===== src/rtl/pipe_pkg.sv =====
// Shared definitions for the handshaked pipeline stage: EX/MEM payload layout and fill states.
package pipe_pkg;

    localparam int EXMEM_PAYLOAD_W = 72;

    // EX/MEM payload layout, MSB first: {regWrite, memToReg, memWrite, aluResult[31:0], writeReg[4:0], writeData[31:0]}
    localparam int WDATA_LSB    = 0;
    localparam int WREG_LSB     = 32;
    localparam int ALURES_LSB   = 37;
    localparam int MEMWRITE_BIT = 69;
    localparam int MEMTOREG_BIT = 70;
    localparam int REGWRITE_BIT = 71;

    typedef enum logic [1:0] {
        EMPTY = 2'd0,
        ONE   = 2'd1,
        FULL  = 2'd2
    } fill_state_t;

    function automatic logic [1:0] fill_count(input fill_state_t s);
        logic [1:0] c;
        case (s)
            EMPTY:   c = 2'd0;
            ONE:     c = 2'd1;
            FULL:    c = 2'd2;
            default: c = 2'd0;
        endcase
        return c;
    endfunction

endpackage


===== src/rtl/pipe_stage_hs_if.sv =====
// Valid/ready handshake bundle for one pipeline stage: upstream (in_*) and downstream (out_*) sides.
interface pipe_stage_hs_if #(
    parameter int PAYLOAD_W = 72
);
    logic                 in_valid;
    logic                 in_ready;
    logic [PAYLOAD_W-1:0] in_payload;
    logic                 in_halt;
    logic                 out_valid;
    logic                 out_ready;
    logic [PAYLOAD_W-1:0] out_payload;
    logic                 out_halt;

    // The stage itself.
    modport slave (
        input  in_valid, in_payload, in_halt, out_ready,
        output in_ready, out_valid, out_payload, out_halt
    );

    // The surrounding pipeline (producer on in_*, consumer on out_*).
    modport master (
        output in_valid, in_payload, in_halt, out_ready,
        input  in_ready, out_valid, out_payload, out_halt
    );
endinterface


===== src/rtl/pipe_sat_ctr.sv =====
// Saturating up-counter with increment enable; sticks at all-ones until synchronous reset.
module pipe_sat_ctr #(
    parameter int CNT_W = 32
) (
    input  logic             clk,
    input  logic             reset,
    input  logic             inc,
    output logic [CNT_W-1:0] count
);

    logic [CNT_W-1:0] countReg;

    always_ff @(posedge clk) begin
        if (reset) begin
            countReg <= '0;
        end else if (inc && (countReg != {CNT_W{1'b1}})) begin
            countReg <= countReg + CNT_W'(1);
        end
    end

    assign count = countReg;

endmodule


===== src/rtl/pipe_stage_hs.sv =====
// Handshaked pipeline stage with 2-entry skid buffer, flush and sticky halt capture.
// Optional stall/bubble performance counters are built when PIPE_STAGE_PERF_EN is defined.
module pipe_stage_hs
    import pipe_pkg::*;
#(
    parameter int PAYLOAD_W = EXMEM_PAYLOAD_W,
    parameter int CNT_W     = 32
) (
    input  logic             clk,
    input  logic             reset,
    input  logic             flush,
    pipe_stage_hs_if.slave   hs,
    output logic [1:0]       occupancy,
    output logic             halted,
    output logic [CNT_W-1:0] stall_cnt,
    output logic [CNT_W-1:0] bubble_cnt
);

    fill_state_t          fillStateReg;
    logic [PAYLOAD_W-1:0] mainPayloadReg;
    logic [PAYLOAD_W-1:0] skidPayloadReg;
    logic                 mainHaltReg;
    logic                 skidHaltReg;
    logic                 haltedReg;

    logic mainValid;
    logic skidValid;
    logic inReady;
    logic accept;
    logic pop;

    // Valid bits are decoded from the fill state so they can never disagree with it.
    assign mainValid = (fillStateReg != EMPTY);
    assign skidValid = (fillStateReg == FULL);
    assign inReady   = ~skidValid & ~haltedReg;
    assign accept    = hs.in_valid & inReady;
    assign pop       = mainValid & hs.out_ready;

    always_ff @(posedge clk) begin
        if (reset) begin
            fillStateReg   <= EMPTY;
            mainPayloadReg <= '0;
            skidPayloadReg <= '0;
            mainHaltReg    <= 1'b0;
            skidHaltReg    <= 1'b0;
            haltedReg      <= 1'b0;
        end else begin
            if (flush) begin
                // Stale payloads stay put; only validity is dropped.
                fillStateReg <= EMPTY;
            end else begin
                case (fillStateReg)
                    EMPTY: begin
                        if (accept) begin
                            mainPayloadReg <= hs.in_payload;
                            mainHaltReg    <= hs.in_halt;
                            fillStateReg   <= ONE;
                        end
                    end
                    ONE: begin
                        if (accept && pop) begin
                            mainPayloadReg <= hs.in_payload;
                            mainHaltReg    <= hs.in_halt;
                        end else if (accept) begin
                            skidPayloadReg <= hs.in_payload;
                            skidHaltReg    <= hs.in_halt;
                            fillStateReg   <= FULL;
                        end else if (pop) begin
                            fillStateReg   <= EMPTY;
                        end
                    end
                    FULL: begin
                        // in_ready is low here, so only a pop can happen.
                        if (pop) begin
                            mainPayloadReg <= skidPayloadReg;
                            mainHaltReg    <= skidHaltReg;
                            fillStateReg   <= ONE;
                        end
                    end
                    default: fillStateReg <= EMPTY;
                endcase
            end
            if (accept && hs.in_halt && !flush) begin
                haltedReg <= 1'b1;
            end
        end
    end

    assign hs.in_ready    = inReady;
    assign hs.out_valid   = mainValid;
    assign hs.out_payload = mainPayloadReg;
    assign hs.out_halt    = mainHaltReg;
    assign occupancy      = fill_count(fillStateReg);
    assign halted         = haltedReg;

`ifdef PIPE_STAGE_PERF_EN
    logic [1:0]       perfInc;
    logic [CNT_W-1:0] perfCnt [2];

    // Index 0 counts stalls (held by downstream), index 1 counts bubbles (nothing to offer).
    assign perfInc[0] = mainValid & ~hs.out_ready;
    assign perfInc[1] = ~mainValid;

    generate
        for (genvar gi = 0; gi < 2; gi++) begin : g_perf
            pipe_sat_ctr #(
                .CNT_W (CNT_W)
            ) u_ctr (
                .clk   (clk),
                .reset (reset),
                .inc   (perfInc[gi]),
                .count (perfCnt[gi])
            );
        end
    endgenerate

    assign stall_cnt  = perfCnt[0];
    assign bubble_cnt = perfCnt[1];
`else
    assign stall_cnt  = '0;
    assign bubble_cnt = '0;
`endif

endmodule


===== src/flat_wrapper.sv =====
// flat-port wrapper written by rule: the top's interface ports become plain ports
module pipe_stage_hs_flat import pipe_pkg::*;
#(
    parameter int PAYLOAD_W = EXMEM_PAYLOAD_W,
    parameter int CNT_W     = 32
)
  (clk, reset, flush, occupancy, halted, stall_cnt, bubble_cnt, hs_in_valid, hs_in_payload, hs_in_halt, hs_out_ready, hs_in_ready, hs_out_valid, hs_out_payload, hs_out_halt);
  pipe_stage_hs_if #(.PAYLOAD_W(PAYLOAD_W)) hs_i ();
  input  logic clk;
  input  logic reset;
  input  logic flush;
  output logic [1:0] occupancy;
  output logic halted;
  output logic [CNT_W-1:0] stall_cnt;
  output logic [CNT_W-1:0] bubble_cnt;
  input wire logic [$bits(hs_i.in_valid)-1:0] hs_in_valid;
  input wire logic [$bits(hs_i.in_payload)-1:0] hs_in_payload;
  input wire logic [$bits(hs_i.in_halt)-1:0] hs_in_halt;
  input wire logic [$bits(hs_i.out_ready)-1:0] hs_out_ready;
  output wire logic [$bits(hs_i.in_ready)-1:0] hs_in_ready;
  output wire logic [$bits(hs_i.out_valid)-1:0] hs_out_valid;
  output wire logic [$bits(hs_i.out_payload)-1:0] hs_out_payload;
  output wire logic [$bits(hs_i.out_halt)-1:0] hs_out_halt;
  assign hs_i.in_valid = hs_in_valid;
  assign hs_i.in_payload = hs_in_payload;
  assign hs_i.in_halt = hs_in_halt;
  assign hs_i.out_ready = hs_out_ready;
  assign hs_in_ready = hs_i.in_ready;
  assign hs_out_valid = hs_i.out_valid;
  assign hs_out_payload = hs_i.out_payload;
  assign hs_out_halt = hs_i.out_halt;
  pipe_stage_hs #(.PAYLOAD_W(PAYLOAD_W), .CNT_W(CNT_W)) u_core (.clk(clk), .reset(reset), .flush(flush), .hs(hs_i), .occupancy(occupancy), .halted(halted), .stall_cnt(stall_cnt), .bubble_cnt(bubble_cnt));
endmodule

===== config.mk =====
export PLATFORM = sky130hd
export DESIGN_NAME = pipe_stage_hs_flat
export DESIGN_NICKNAME = d
export VERILOG_FILES = /design/src/rtl/pipe_pkg.sv /design/src/rtl/pipe_stage_hs_if.sv /design/src/rtl/pipe_sat_ctr.sv /design/src/rtl/pipe_stage_hs.sv /design/src/flat_wrapper.sv
export SDC_FILE = /design/constraint.sdc
export NUM_CORES = 1
export LEC_CHECK = 0
export BUFFER_PORTS_ARGS = -buffer_cell sky130_fd_sc_hd__buf_2
export CAP_MARGIN = 30
export CORE_ASPECT_RATIO = 0.9
export CORE_MARGIN = 3
export CORE_UTILIZATION = 55
export DETAILED_ROUTE_END_ITERATION = 12
export PLACE_DENSITY = 0.95
export RECOVER_POWER = 50
export SYNTH_ARGS = -nofsm -noshare
export SYNTH_HDL_FRONTEND = slang
export SYNTH_SLANG_ARGS = --single-unit
export TNS_END_PERCENT = 10

===== constraint.sdc =====
create_clock -name clk -period 4.55 [get_ports clk]
set_input_delay 0.91 -clock clk [delete_from_list [all_inputs] [get_ports clk]]
set_output_delay 0.91 -clock clk [all_outputs]
set_load 0.005 [all_outputs]

==> impl_table.tex <==
\begin{tabular}{lr}
\hline
Metric & Value \\
\hline
\multicolumn{2}{l}{\textbf{Floorplan}} \\
\quad Chip width & 122.6 um \\
\quad Die height & 110.9 um \\
\quad I/O pin cnt & 220 \\
\quad Number of core rows & 37 \\
\quad Std-Cell Core Area & 11670 sq um \\
\quad Initial core utilization & 57.65\% \\
\quad Die area & 13590 sq um \\
\multicolumn{2}{l}{\textbf{Routing}} \\
\quad DRC violation total after the first TritonRoute iteration & 422 \\
\quad Total routed wirelength & 14.73 mm \\
\quad Post-detailed-route via-to-cell ratio & 5.158 \\
\quad Number of antenna-violating nets in the routed design & 0 \\
\quad Router iterations before antenna repair & 5 \\
\quad Via Count & 5271 \\
\quad DR WL/cell & 14.41 um \\
\quad Remaining routing DRC violations & 0 \\
\multicolumn{2}{l}{\textbf{Worst setup path}} \\
\quad Top delay family on crit path & buffers and inverters \\
\quad Ordered list of cells on the worst path & clkbuf\_2 > buf\_4 > a21oi\_1 \\
\quad Launching element type of the critical path & input pin \\
\quad CP max stage delay & 1.59 ns \\
\quad Buffers plus inverters on the worst setup path & 2 \\
\quad Slowest cell on the critical path & clkbuf\_2 \\
\quad Peak fanout along the critical path & $\sim$100 \\
\quad Data required time at the worst endpoint & 4.82 ns \\
\quad Type of element capturing the critical path & register \\
\quad CP Class & input pin to register \\
\quad Data arrival at the endpoint of the critical path & 3.21 ns \\
\multicolumn{2}{l}{\textbf{Clock tree}} \\
\quad CTS Root Cell & clkbuf\_16 \\
\quad Number of buffers inserted to repair setup after CTS & 0 \\
\quad Clock transition at the register clock pins on the worst setup and hold paths after CTS & 0.06 ns \\
\quad Number of H-tree levels & 4 \\
\quad Clock latency on the worst-skew pair & 0.40 ns \\
\quad Clock sink count & 149 \\
\quad CTS tree & built \\
\quad Number of buffers inserted by hold repair at cts & 0 \\
\quad Number of clock buffers inserted by TritonCTS & 17 \\
\quad Post-CTS resize count & 0 \\
\quad CTS max path bufs & 2 \\
\multicolumn{2}{l}{\textbf{Outcome}} \\
\quad Outcome & finished with violations \\
\quad Failing checks & max-capacitance violations, max-slew violations \\
\multicolumn{2}{l}{\textbf{Pwr}} \\
\quad Switch share & 22.66\% \\
\quad Total internal power & 2.476 mW \\
\quad Power density cells & 417.8 nW/um\^{}2 \\
\quad Sequential share of power & 43.5\% \\
\quad Max rail drop VDD & roughly 0.35 mV \\
\quad Clock group share of total power & 47.3\% \\
\quad Net load switching power & $\sim$0.73 mW \\
\quad Power Total & $\sim$3.2 mW \\
\quad Comb power frac & a little under a tenth \\
\quad LEAKAGE & 3.485 nW \\
\multicolumn{2}{l}{\textbf{Finish}} \\
\quad Layout Area Growth over Synthesis & 13.97\% \\
\quad Fraction of final layout cells sized beyond drive strength 1 & roughly 23\% \\
\quad Number of inserted diodes & 0 \\
\quad Final-stage net count & $\sim$930 \\
\quad Final core occ & 65.70\% \\
\quad \# fillers & roughly 950 \\
\multicolumn{2}{l}{\textbf{Placed design}} \\
\quad Routability congestion estimate & between 0.7 and 0.8 \\
\quad IO Port Bufs & 155 \\
\quad Detailed-placement wirelength estimate & 9.758 mm \\
\multicolumn{2}{l}{\textbf{Min path}} \\
\quad Worst hold path class & register to register \\
\multicolumn{2}{l}{\textbf{Global route}} \\
\quad Wire length of the first global-routing pass & 24.24 mm \\
\quad Global route total overflow & 0 \\
\quad Via count of the first global-routing pass & a little over 5000 \\
\quad Total global-route track usage & 21.61\% \\
\quad Antenna violations before repair & 0 \\
\quad Largest net degree at the start of global routing & 104 \\
\multicolumn{2}{l}{\textbf{Timing}} \\
\quad Period Utilization, post-route & 64.52\% \\
\quad Fmax & between 300 and 400 MHz \\
\quad Setup tns final & 0 ns \\
\quad Headroom to the max-slew limit & -51.14\% \\
\quad Unrepaired setup endpoints after global routing & false \\
\quad Number of pins with negative max-slew slack in the final report & 104 \\
\quad Final worst clock skew & $\sim$0.0045 ns \\
\quad Final count of negative-setup-slack endpoints & 0 \\
\quad Post-layout min period & 2.936 ns \\
\quad Fin. Hold Viols & 0 \\
\quad Worst Max-Slew Pin Slew & roughly 2.3 ns \\
\multicolumn{2}{l}{\textbf{Synthesis}} \\
\quad Unique cell type count in the Yosys netlist & 25 \\
\quad Total number of yosys warnings & 0 \\
\quad Post-synthesis cell count & 731 \\
\quad Post-Syn Area & 6725 sq um \\
\quad Fraction of the yosys area taken by sequential cells & 44.35\% \\
\quad Mean instance size in the synthesized netlist & 9.200 sq um \\
\quad Post-synthesis cell type with the largest combined area & dfxtp\_1 \\
\quad Count of state elements after synthesis & 149 \\
\quad Leading post-synthesis cells by cell area & dfxtp\_1, a211oi\_2, mux2i\_1 \\
\quad Share of the synthesized area in the top cell type & 44.35\% \\
\multicolumn{2}{l}{\textbf{Run}} \\
\quad Max-cap viol count & 1 \\
\hline
\end{tabular}
[power by group through the flow]
stage	logic, mW	clock network, mW	registers, mW
finish	0.295	1.52	1.39
CTS	0.319	1.53	1.39
floorplan	0.240	0	1.42
global placement	0.308	0	1.42
detailed placement	0.317	0	1.42
global route	0.334	1.59	1.40
[stage by stage]
stage	cell area, sq um	setup slack [ns]	hold WS, ns	cells
after CTS	7865	1.771	0.4540	1022
after floorplan	6962	2.388	0.4357	794
after global routing	7665	1.426	0.4657	1022
after detailed placement	7228	1.751	0.4461	992
after global placement	7228	1.830	0.4404	992
final	7665	1.614	0.4521	1022
[path summary, 6_finish.rpt]
kind                                                start                        end  slack (ns)  cells after the start
worst max-delay path                                reset  u_core.skidPayloadReg[39]        1.61                      3
worst min-delay path            u_core.skidPayloadReg[60]  u_core.skidPayloadReg[60]        0.45                      2
worst max register to register     u_core.fillStateReg[0]  u_core.hs.out_payload[41]        2.21                      4
worst min register to register  u_core.skidPayloadReg[60]  u_core.skidPayloadReg[60]        0.45                      2
[state kept, by name (all words and copies together) (netlist names)]
name / flops
u_core.skidPayloadReg: 72
u_core.skidHaltReg: 1
u_core.fillStateReg: 2
u_core.hs.out_payload: 72
u_core.hs.out_halt: 1
u_core.halted: 1
[layout make-up]
cell class / count / area [sq um] / area share (%)
sequential: 149 / 2983 / 38.92
clock buffer: 21 / 460.4 / 6.007
inverter: 1 / 3.754 / 0.04897
clock inverter: 9 / 176.4 / 2.302
tap: 156 / 195.2 / 2.547
multi-input combinational: 523 / 3059 / 39.91
timing repair buffer: 163 / 787.0 / 10.27
[layout by cell type, fill, tap and decap left out]
cell type,instances
nand2_1,146
clkinv_2,2
clkbuf_1,40
buf_1,1
nor4_1,1
mux2i_1,75
o22a_1,1
clkinv_4,1
buf_2,115
buf_4,8
inv_1,1
nor3_1,1
o21ai_4,1
clkbuf_2,1
bufinv_16,5
a211oi_2,38
nor2_1,76
nor2b_1,4
clkinvlp_4,1
dfxtp_1,149
clkbuf_8,2
a21oi_1,74
or2_2,1
conb_1,64
or4bb_1,1
nand3_2,1
a211oi_1,35
clkbuf_16,17
nand2b_4,1
and3_2,1
a31oi_1,1
or4b_1,1
[cell usage after synthesis, drive strengths merged]
| cell type | n |
|---|---|
| dfxtp | 149 |
| nand2 | 146 |
| buf | 94 |
| nor2 | 76 |
| mux2i | 75 |
| a21oi | 74 |
| a211oi | 73 |
| clkbuf | 27 |
| nor2b | 4 |
| a31oi | 1 |
| and3 | 1 |
| conb | 1 |
| inv | 1 |
| nand2b | 1 |
| nand3 | 1 |
| nor3 | 1 |
| nor4 | 1 |
| o21ai | 1 |
| o22a | 1 |
| or2 | 1 |
| or4b | 1 |
| or4bb | 1 |
[per-layer routing]
| metal | vias to the layer above | share of wire [%] | track usage, % |
|---|---|---|---|
| li1 | 2597 | - | - |
| met1 | 2474 | 42 | 26.71 |
| met2 | 180 | 50 | 35.93 |
| met3 | 20 | 6.7 | 6.224 |
| met4 | 0 | 1.7 | 7.239 |
| met5 | - | 0 | 0 |
[worst register-to-register path, delay by kind of cell, from the launching register on]
family                 cells  cell delay [ns]
flip-flops                 1             0.40
buffers and inverters      1             0.69
AO/OA/AOI/OAI              1             0.09
AND/OR/NAND/NOR            1             0.58
multiplexers               1             0.36
[cell families after synthesis]
logic type,share of synthesized area (%)
multiplexers,11.16
buffers and inverters,11.89
AO/OA/AOI/OAI,18.94
AND/OR/NAND/NOR,13.60
other,0.05576
flip-flops,44.35
Note: power is estimated with default switching activity, not from simulation.
